==> src/rtl/fifo_stream_drain.sv <==
// Read-side drain stage for the synchronous FIFO: pops words into a small skid
// buffer and presents them on a valid/ready stream master, hiding FIFO read latency.
module fifo_stream_drain #(
  parameter  int DATA_W = 32,
  parameter  int RD_DLY = 0,
  localparam int BUF_D  = 2 + RD_DLY,
  localparam int CNT_W  = $clog2(BUF_D + 1),
  localparam int PTR_W  = $clog2(BUF_D)
) (
  input  logic              clk,
  input  logic              rstn,
  output logic              fifo_re,
  input  logic [DATA_W-1:0] fifo_rd,
  input  logic              fifo_empt,
  input  logic              flush,
  output logic              m_vld,
  input  logic              m_rdy,
  output logic [DATA_W-1:0] m_dat,
  output logic [CNT_W-1:0]  buf_cnt,
  output logic              udf_err
);

  logic [DATA_W-1:0] r_buf [BUF_D];
  logic [PTR_W-1:0]  r_head;
  logic [PTR_W-1:0]  r_tail;
  logic [CNT_W-1:0]  r_cnt;
  logic              r_inflight;
  logic              r_udf;

  logic [CNT_W:0]    w_occ;
  logic              w_cap;
  logic              w_xfer;

  function automatic logic [PTR_W-1:0] ptr_inc(input logic [PTR_W-1:0] p);
    return (p == PTR_W'(BUF_D - 1)) ? '0 : p + PTR_W'(1);
  endfunction

  // Buffered words plus the one possibly still on its way out of the FIFO.
  assign w_occ = {1'b0, r_cnt} + {{CNT_W{1'b0}}, r_inflight};

  // Pop decision uses only registered occupancy, never m_rdy, so the FIFO read
  // strobe is isolated from downstream backpressure timing.
  assign fifo_re = rstn & ~fifo_empt & ~flush & (w_occ < (CNT_W + 1)'(BUF_D));

  assign w_cap   = (RD_DLY == 0) ? fifo_re : r_inflight;
  assign m_vld   = (r_cnt != '0);
  assign w_xfer  = m_vld & m_rdy;
  assign m_dat   = r_buf[r_head];
  assign buf_cnt = r_cnt;
  assign udf_err = r_udf;

  always_ff @(posedge clk or negedge rstn) begin
    if (!rstn) begin
      r_head     <= '0;
      r_tail     <= '0;
      r_cnt      <= '0;
      r_inflight <= 1'b0;
      r_udf      <= 1'b0;
    end else if (flush) begin
      r_head     <= '0;
      r_tail     <= '0;
      r_cnt      <= '0;
      r_inflight <= 1'b0;
    end else begin
      r_inflight <= (RD_DLY != 0) & fifo_re;
      if (fifo_re && fifo_empt) r_udf <= 1'b1;
      if (w_cap)  r_tail <= ptr_inc(r_tail);
      if (w_xfer) r_head <= ptr_inc(r_head);
      case ({w_cap, w_xfer})
        2'b10:   r_cnt <= r_cnt + CNT_W'(1);
        2'b01:   r_cnt <= r_cnt - CNT_W'(1);
        default: r_cnt <= r_cnt;
      endcase
    end
  end

  // NOTE: the storage is reset deliberately so m_dat reads 0 during and right after reset.
  always_ff @(posedge clk or negedge rstn) begin
    if (!rstn) begin
      for (int i = 0; i < BUF_D; i++) r_buf[i] <= '0;
    end else if (w_cap && !flush) begin
      r_buf[r_tail] <= fifo_rd;
    end
  end

endmodule

==> config.mk <==
export PLATFORM = sky130hd
export DESIGN_NAME = fifo_stream_drain
export DESIGN_NICKNAME = d
export VERILOG_FILES = /design/src/rtl/fifo_stream_drain.sv
export SDC_FILE = /design/constraint.sdc
export NUM_CORES = 1
export LEC_CHECK = 0
export ABC_AREA = 1
export BUFFER_PORTS_ARGS = -buffer_cell sky130_fd_sc_hd__buf_2
export CAP_MARGIN = 20
export CORE_AREA = 2 2 108 110
export CTS_CLUSTER_DIAMETER = 40
export DETAILED_ROUTE_END_ITERATION = 7
export DIE_AREA = 0 0 110 112
export SETUP_SLACK_MARGIN = 0.05
export SYNTH_ARGS = -nofsm -noshare
export SYNTH_HDL_FRONTEND = slang
export SYNTH_SLANG_ARGS = --single-unit
==> constraint.sdc <==
create_clock -name clk -period 1.6 [get_ports clk]
set_input_delay 0.08 -clock clk [delete_from_list [all_inputs] [get_ports clk]]
set_output_delay 0.08 -clock clk [all_outputs]
set_load 0.03 [all_outputs]
==> out/metrics.yaml <==
regToRegEndpoint: "r_buf[11]"
synth_cell_types: 19
hpwlAfterDp_um: 4900
viasPerCell: 4.34
cts_buffers: 9
start_util: 0.291
status: "completed"
clk_path_buf_depth: 2
hold_class: "in2async"
cp.arrival_ps: 1400
p_clk_frac: 0.311
ys_seq_elements: 69
row_count: 39
async_flop_share: 1.00
p_leak_nw: 2.13
die_y_um: 112
cp.required_ps: 1520
grt_setup_unrepaired: "true"
p_per_area_nw_per_um2: 1320
clock_sinks: 69
drtIter0Drc: 132
hold_viol: 0
synth_area_um2: 3250
grt_usage: 0.135
cp-end-kind: "output pin"
drtAntennaViolNets: 0
max_freq_mhz: 674
cap_violations: 0
fin_crit_sh: 0.927
ctsHtreeMaxLevel: 3
die_w_um: 110
final_cell_area_um2: 4340
wl_per_cell_um: 12.0
mostFrequentLayoutCells: "136 x nand2_1, 69 x buf_2, 68 x o21ai_0, 68 x dfrtp_1, 38 x inv_1"
r2r_start: "buf_cnt[1]"
grt_overflow: 0
synthCells: 381
setup_ws_ps: 117
drc: 0
worst_pin_slew_ps: 895
p_total_mw: 5.71
grt_max_degree: 70
startpoint_type: "flop"
p_switching_mw: 1.89
max_slew_margin: 0.403
r2r_cells: 5
clock_latency_ps: 320
cts_tree: "built"
ys.flop_type: "dfrtp_1"
grt_pass1_wl_um: 12900
seq_power_share: 0.407
grt_pass1_vias: 2734
cts_root_buffer: "clkbuf_16"
num_antenna_cells: 0
synth.avg_cell_area_um2: 8.52
finalSetupTns_ps: 0
clock_skew_ps: 4.94
crit_type: "reg2out"
dieArea_um2: 12300
core-area_um2: 11200
fill_cells: 1134
switching_share: 0.332
layout_commonest_cell: "nand2_1"
setup_viol: 0
syn2layout_area_growth_pct: 33.8
combPwrFrac: 0.281
drt_pass1_iterations: 4
antenna_found_initial: 0
synth_edf_count: 0
min_period_ps: 1480
yosysWarningCount: 0
clk_pin_slew_ps: 50
io_buffers: 73
cellInternalPower_mw: 3.82
ir_drop_uv: 501
crit_path_max_fanout: 66
fin_util: 0.389
maxSlewViolCount: 0
synth_nets: 418
pin_count: 74
drt_wl_total_um: 7570
preCtsSetupSlack_ps: 230
layout.nets: 520
num_vias: 2729
rrSetupSlack_ps: 240
place.gp.congestion: 0.717
seq_area_frac_synth: 0.532
drive_above_1_share: 0.267
place_area_um2: 3750
-- power by group through the flow --
stage	Clock (mW)	Sequential [mW]	Combinational, mW
after floorplan	0	2.32	1.14
after global placement	0	2.34	1.52
after detailed placement	0	2.36	1.56
after CTS	1.84	2.33	1.62
after global routing	1.93	2.38	1.80
final	1.78	2.33	1.61
-- synthesized netlist by cell type, types with 2 or more instances --
cell type / instances / area share
dfrtp_1: 69 / 0.53
o21ai_1: 2 / 0.0031
buf_6: 9 / 0.031
o21ai_2: 28 / 0.076
nand3_1: 2 / 0.0031
clkbuf_2: 3 / 0.0046
o21ai_0: 69 / 0.11
nor2_1: 5 / 0.0058
a21oi_1: 2 / 0.0031
buf_2: 4 / 0.0062
nand2_1: 136 / 0.16
inv_1: 38 / 0.044
clkbuf_1: 7 / 0.0081
nor2_2: 2 / 0.0039
-- logic make-up (layout without fill, tap and decap cells) --
logic type,Yosys count,in the layout,share of synthesized area
flip-flops,69,69,0.532
AND/OR/NAND/NOR,149,149,0.185
AO/OA/AOI/OAI,101,101,0.188
buffers and inverters,62,167,0.0952
-- layout make-up --
cell class / instances / area, µm² / share of cell area
flip-flops and latches: 69 / 1730 / 0.398
multi-input cells: 250 / 1210 / 0.279
repair buffers: 114 / 813 / 0.187
clock buffers: 12 / 256 / 0.0590
well taps: 143 / 179 / 0.0412
inverters: 39 / 146 / 0.0337
clock inverters: 2 / 10.0 / 0.00230
-- layer usage --
| layer | track usage | vias up | routed length, µm |
|---|---|---|---|
| li1 | - | 1403 | - |
| met2 | 0.209 | 62 | 3430 |
| met1 | 0.181 | 1256 | 3720 |
| met4 | 0.0481 | 0 | 82 |
| met3 | 0.0351 | 8 | 341 |
| met5 | 0 | - | 0 |
-- how the worst max path moves through the flow --
stage / start / endpoint / slack (ps) / depth (start not counted)
global placement: buf_cnt[1] / r_buf[18] / 240 / 5
CTS: r_head / m_dat[8] / 80 / 3
finish: r_head / m_dat[17] / 120 / 3
floorplan: buf_cnt[1] / buf_cnt[0] / 60 / 6
detailed placement: buf_cnt[1] / r_buf[11] / 230 / 5
global route: r_head / m_dat[23] / 20 / 4
-- state kept, by name, indices dropped and copies added, names as in the netlist --
signal	cells
buf_cnt	2
r_head	1
r_tail	1
r_buf	64
udf_err	1
-- through the flow --
step	hold slack, ps	std cells
floorplan	-216	381
global placement	300	583
detailed placement	304	583
CTS	39.1	629
global route	44.4	629
finish	30.3	629
-- critical path: stages (launching register included) --
cell and delay (ps):
dfrtp_2 410, buf_12 200, o21ai_0 220, buf_2 240
-- what timing repair did --
| item | in CTS | in global routing |
|---|---|---|
| gates resized for setup | 1 | 3 |
| hold endpoints to repair | 64 | 0 |
| gates cloned | 0 | 0 |
| setup buffers | 0 | 0 |
| endpoints found under the setup margin | 1 | 9 |
| hold buffers | 32 | 0 |
No activity file was read; power rests on OpenSTA's default activity.
